--- src/rtl/truth_table_scanner.sv ---
// Truth-table scanner: steps an N-variable target through every input vector in
// ascending order, holds each one for SETTLE_CYCLES+1 cycles, and records the minterm mask and counts.
module truth_table_scanner #(
  parameter int N_VARS        = 4,
  parameter int SETTLE_CYCLES = 2
) (
  input  logic                   clk,
  input  logic                   rst_n,
  input  logic                   start,
  output logic [N_VARS-1:0]      vars_out,
  input  logic                   f_in,
  output logic                   busy,
  output logic                   done,
  output logic [2**N_VARS-1:0]   minterm_mask,
  output logic [N_VARS:0]        minterm_count,
  output logic [N_VARS:0]        maxterm_count
);

  localparam logic [3:0] SETTLE_LAST = 4'(SETTLE_CYCLES);

  typedef enum logic [1:0] {IDLE, HOLD, DONE} state_t;

  state_t            state, state_next;
  logic [N_VARS-1:0] index;
  logic [3:0]        settle;
  logic              capture;
  logic              last;

  always_ff @(posedge clk) begin
    if (!rst_n) state <= IDLE;
    else        state <= state_next;
  end

  always_comb begin
    state_next = state;
    capture    = 1'b0;
    last       = (index == '1);
    case (state)
      IDLE: if (start) state_next = HOLD;
      HOLD: begin
        capture = (settle == SETTLE_LAST);
        if (capture && last) state_next = DONE;
      end
      DONE:    state_next = IDLE;
      default: state_next = IDLE;
    endcase
  end

  // The exit test precedes the increment, so the index never wraps past all-ones.
  always_ff @(posedge clk) begin
    if (!rst_n) begin
      index         <= '0;
      settle        <= '0;
      minterm_mask  <= '0;
      minterm_count <= '0;
      maxterm_count <= '0;
    end else begin
      case (state)
        IDLE: begin
          if (start) begin
            index         <= '0;
            settle        <= '0;
            minterm_mask  <= '0;
            minterm_count <= '0;
            maxterm_count <= '0;
          end
        end
        HOLD: begin
          if (capture) begin
            minterm_mask[index] <= f_in;
            minterm_count       <= minterm_count + {{N_VARS{1'b0}}, f_in};
            maxterm_count       <= maxterm_count + {{N_VARS{1'b0}}, ~f_in};
            settle              <= '0;
            if (!last) index <= index + 1'b1;
          end else begin
            settle <= settle + 1'b1;
          end
        end
        default: ;
      endcase
    end
  end

  assign vars_out = (state == HOLD) ? index : '0;
  assign busy     = (state != IDLE);
  assign done     = (state == DONE);

endmodule

--- config.mk ---
export PLATFORM = sky130hd
export DESIGN_NAME = truth_table_scanner
export DESIGN_NICKNAME = d
export VERILOG_FILES = /design/src/rtl/truth_table_scanner.sv
export SDC_FILE = /design/constraint.sdc
export NUM_CORES = 1
export LEC_CHECK = 0
export CAP_MARGIN = 20
export CELL_PAD_IN_SITES_DETAIL_PLACEMENT = 1
export CELL_PAD_IN_SITES_GLOBAL_PLACEMENT = 1
export CORE_UTILIZATION = 40
export CTS_BUF_LIST = sky130_fd_sc_hd__clkbuf_8 sky130_fd_sc_hd__clkbuf_16
export DETAILED_ROUTE_END_ITERATION = 10
export PLACE_DENSITY = 0.82
export SKIP_CTS_REPAIR_TIMING = 1
export SLEW_MARGIN = 40
export SYNTH_ARGS = -nofsm -noshare
export SYNTH_HDL_FRONTEND = slang
export SYNTH_SLANG_ARGS = --single-unit
--- constraint.sdc ---
create_clock -name clk -period 3 [get_ports clk]
set_input_delay 0.3 -clock clk [delete_from_list [all_inputs] [get_ports clk]]
set_output_delay 0.3 -clock clk [all_outputs]
set_load 0.1 [all_outputs]
==> results.md <==
| Step | Result | Value |
|---|---|---|
| cts | Later-pin clock latency in the skew report | 0.29 ns |
| grt | GRT Util Overall | 21.38% |
| grt | Pin count of the biggest net entering global routing | 24 |
| final layout | Fin area | 2270 um2 |
| worst hold path | Class of the worst hold path | flip-flop to flip-flop |
| worst setup path | Required time of the critical path | 2.70 ns |
| timing | RSZ-0062 raised after global routing | false |
| final layout | Total inserted antenna cells | 0 |
| worst hold path | Worst Hold Launch | minterm_mask[11] |
| logic synthesis | Synthesized-area fraction occupied by adder cells | 6.494% |
| worst setup path | Worst-case reg-to-reg path depth | 4 |
| cts | Clock Sink Count | 36 |
| final layout | Layout Nets | 257 |
| logic synthesis | Compound-Gate Fraction of Synth Area | 24.09% |
| logic synthesis | Async S/R FF share, synth | 0% |
| timing | Maximum frequency from static timing analysis | 0.4566 GHz |
| cts | Clock transition at the register clock pins on the worst setup and hold paths after CTS | 0.08 ns |
| cts | Clock Tree Buf Depth | 2 |
| routing | Overall routed net length | 4971 um |
| timing | Sum of negative setup slack | 0 ns |
| logic synthesis | Post-Synthesis Cells | 216 |
| logic synthesis | Xor and xnor fraction of the mapped netlist area | 2.727% |
| logic synthesis | Main combinational cell family by area after synthesis | compound AO/OA/AOI/OAI gates |
| worst setup path | Critical path launch point type | flip-flop |
| pwr | Pwr dens | 410.4 nW/um2 |
| logic synthesis | Count of synthesis-stage warnings from yosys | 0 |
| placement | HPWL reported at the end of detailed placement | 3494 um |
| die | Number of standard-cell rows in the floorplan | 24 |
| placement | Post-detailed-placement cell area | 2173 um2 |
| routing | Post-DRT Antenna Nets | 0 |
| flow run | Maxcap violations | 0 |
| pwr | Leakage power | 1.013 nW |
| die | Effective utilization at floorplan | 42.78% |
| routing | Vias/cell | 5.817 |
| timing | Worst setup margin | 0.8099 ns |
| routing | Number of DRC violations after detailed routing | 1 |
| timing | Post-route worst hold slack | 0.4883 ns |
| final layout | Combined flip-flop and latch cell area | 720.7 um2 |
| logic synthesis | Share of synthesized area spent on multiplexers | 0.5844% |
| final layout | Most frequent cells in the layout | 36 x sky130_fd_sc_hd__dfxtp_1, 33 x sky130_fd_sc_hd__buf_4, 15 x sky130_fd_sc_hd__nor2_1 |
| placement | Pre-CTS setup slack | 0.9184 ns |
| placement | Count of input and output buffers | 35 |
| final layout | Commonest non-fill, non-tap cell in the layout | sky130_fd_sc_hd__dfxtp_1 |
| status | Failing checks | DRC |
| grt | Leftover overflow at the end of global routing | 0 |
| timing | Final period util | 73.00% |
| logic synthesis | Mapped Nets | 230 |
| grt | Antenna violations before repair | 0 |
| logic synthesis | Post-Synthesis Cell Area | 1927 um2 |
| cts | Total number of H-tree levels | 2 |
| die | Floorplan die area | 5099 um2 |
| cts | Root cell of the clock tree | sky130_fd_sc_hd__clkbuf_8 |
| die | Number of ports placed on the die boundary | 36 |
| logic synthesis | Flops & latches, synth | 36 |
| die | Die width | 71.41 um |
| logic synthesis | EDFF count, synth | 0 |
| worst setup path | Element type at the critical path end | output port |
| cts | Cts bufs inserted | 5 |
| timing | Worst slew pin tran | 0.7980 ns |
| timing | Number of failing hold endpoints at the final stage | 0 |
| logic synthesis | Distinct cell type count of the synthesized netlist | 45 |
| logic synthesis | Mean Syn Cell Area | 8.921 um2 |
| final layout | Final cell utilization of the core | 50.39% |
| final layout | Fraction of final layout cells with drive strength greater than 1 | 19.34% |
| worst hold path | Hold Path Depth | 1 |
| worst setup path | Flop2flop setup slack | 0.97 ns |
| routing | Detailed Routing Iterations Pass 1 | 7 |
| final layout | Area of the multi-input gates | 1072 um2 |
| timing | Shortest clock period the worst path allows after layout | 2.190 ns |
| timing | Setup violation total in the final timing report | 0 |
| worst setup path | Data arrival time at the worst-slack endpoint | 1.89 ns |
| worst setup path | End of the worst register-to-register path | minterm_mask[3] |
| worst setup path | WS Path Type | flip-flop to output port |
| timing | Setup clock skew after layout | 0.007277 ns |
| logic synthesis | Simple-gate share of the synthesized area | 21.75% |
| timing | Max-slew violations | 0 |
| pwr | Worst vdd ir | 0.1354 mV |
| grt | Wire length of the first global-routing pass | 8528 um |
| final layout | Filler instances | 543 |
| cts | Clock tree from TritonCTS | yes |
| worst hold path | Hold-critical path endpoint | minterm_mask[11] |
| status | Run status | finished, violations left |
| routing | DR iter-0 viols | 60 |
| worst setup path | Reg-to-reg critical path startpoint | state[1] |
| die | Die height | 71.41 um |
| final layout | Post-synthesis to final-layout area growth | 17.79% |
| die | Area of the core region | 4504 um2 |
| worst setup path | Largest driver fanout on the critical path | 18 |
| logic synthesis | Sequential area share after synthesis | 37.40% |
| logic synthesis | Dominant synthesized flop cell | sky130_fd_sc_hd__dfxtp_1 |
| routing | Post-DR wirelength/cell | 16.85 um |
| grt | Number of global-route vias before repair | 1728 |
| routing | Count of vias placed by the detailed router | 1716 |
| timing | Normalized max-slew margin | 46.73% |
| placement | Final weighted congestion in routability-driven placement | 0.8379 |
==> sequential cells by signal, indices dropped and copies added (netlist names) <==
signal and cells:
minterm_count 5, state 2, index 4, settle 4, maxterm_count 5, minterm_mask 16
==> area by class of cell <==
cell class / instances / area share (%)
flip-flops and latches: 36 / 31.75
multi-input cells: 154 / 47.24
inverters: 10 / 1.654
repair buffers: 36 / 12.24
clock buffers: 7 / 4.245
well taps: 52 / 2.867
==> how the worst max path moves through the flow <==
stage | startpoint | slack, ns | endpoint | cells past startpoint
after global placement | rst_n | 0.93 | minterm_mask[15] | 5
after floorplan | state[1] | 0.41 | done | 3
after detailed placement | rst_n | 0.92 | minterm_mask[15] | 5
final | state[0] | 0.81 | vars_out[3] | 3
after global routing | state[0] | 0.64 | vars_out[3] | 3
after CTS | state[0] | 0.82 | vars_out[2] | 3
==> where the power goes <==
group / total (mW) / internal, mW / switching, mW / leakage, nW
Sequential: 0.487 / 0.480 / 0.00658 / 0.290
Clock: 0.382 / 0.205 / 0.177 / 0.0503
Combinational: 0.0627 / 0.0202 / 0.0425 / 0.672
Total: 0.932 / 0.705 / 0.226 / 1.01
==> synthesized netlist by cell type (all sizes together), types with 2 or more instances <==
cell type,instances,area (um2)
a32o,3,30.03
nand2,12,45.04
nor3b,2,20.02
nand2b,3,18.77
a32oi,2,17.52
nor2,15,56.30
xnor2,6,52.55
nor2b,5,31.28
o211a,5,50.05
buf,6,58.80
o21ai,5,25.02
clkbuf,10,37.54
a221o,6,60.06
a211oi,7,52.55
ha,10,125.1
and3,4,25.02
nor3,3,15.01
inv,10,37.54
nand4b,2,17.52
and4,2,17.52
dfxtp,36,720.7
and2,6,40.04
a22o,7,61.31
a31oi,4,25.02
nand3,14,70.07
a21o,6,52.55
or2,3,18.77
a21oi,12,60.06
==> kinds of logic (layout without fill, tap and decap cells) <==
logic type / count (synthesis) / count (layout)
compound gates: 61 / 61
xor+xnor: 6 / 6
fa+ha+maj: 10 / 10
buf+inv: 26 / 53
flops: 36 / 36
mux: 1 / 1
simple gates: 76 / 76
==> critical path, stage by stage, from the launching register on <==
cell                      delay (ns)
sky130_fd_sc_hd__dfxtp_1        0.70
sky130_fd_sc_hd__nor2b_1        0.42
sky130_fd_sc_hd__and2_1         0.19
sky130_fd_sc_hd__buf_4          0.28
==> through the flow <==
step | instances | total power, mW
after floorplan | 216 | 0.5493
after global placement | 288 | 0.5593
after detailed placement | 288 | 0.5606
after CTS | 295 | 0.9358
after global routing | 295 | 0.9641
final | 295 | 0.9316
==> routing by layer <==
metal	GRT usage, %	vias up	share of wire (%)
met2	34.29	34	47
li1	-	833	-
met3	4.219	6	4.3
met4	6.667	0	1.4
met1	29.04	843	48
met5	0	-	0
Note: power is estimated with default switching activity, not from simulation.
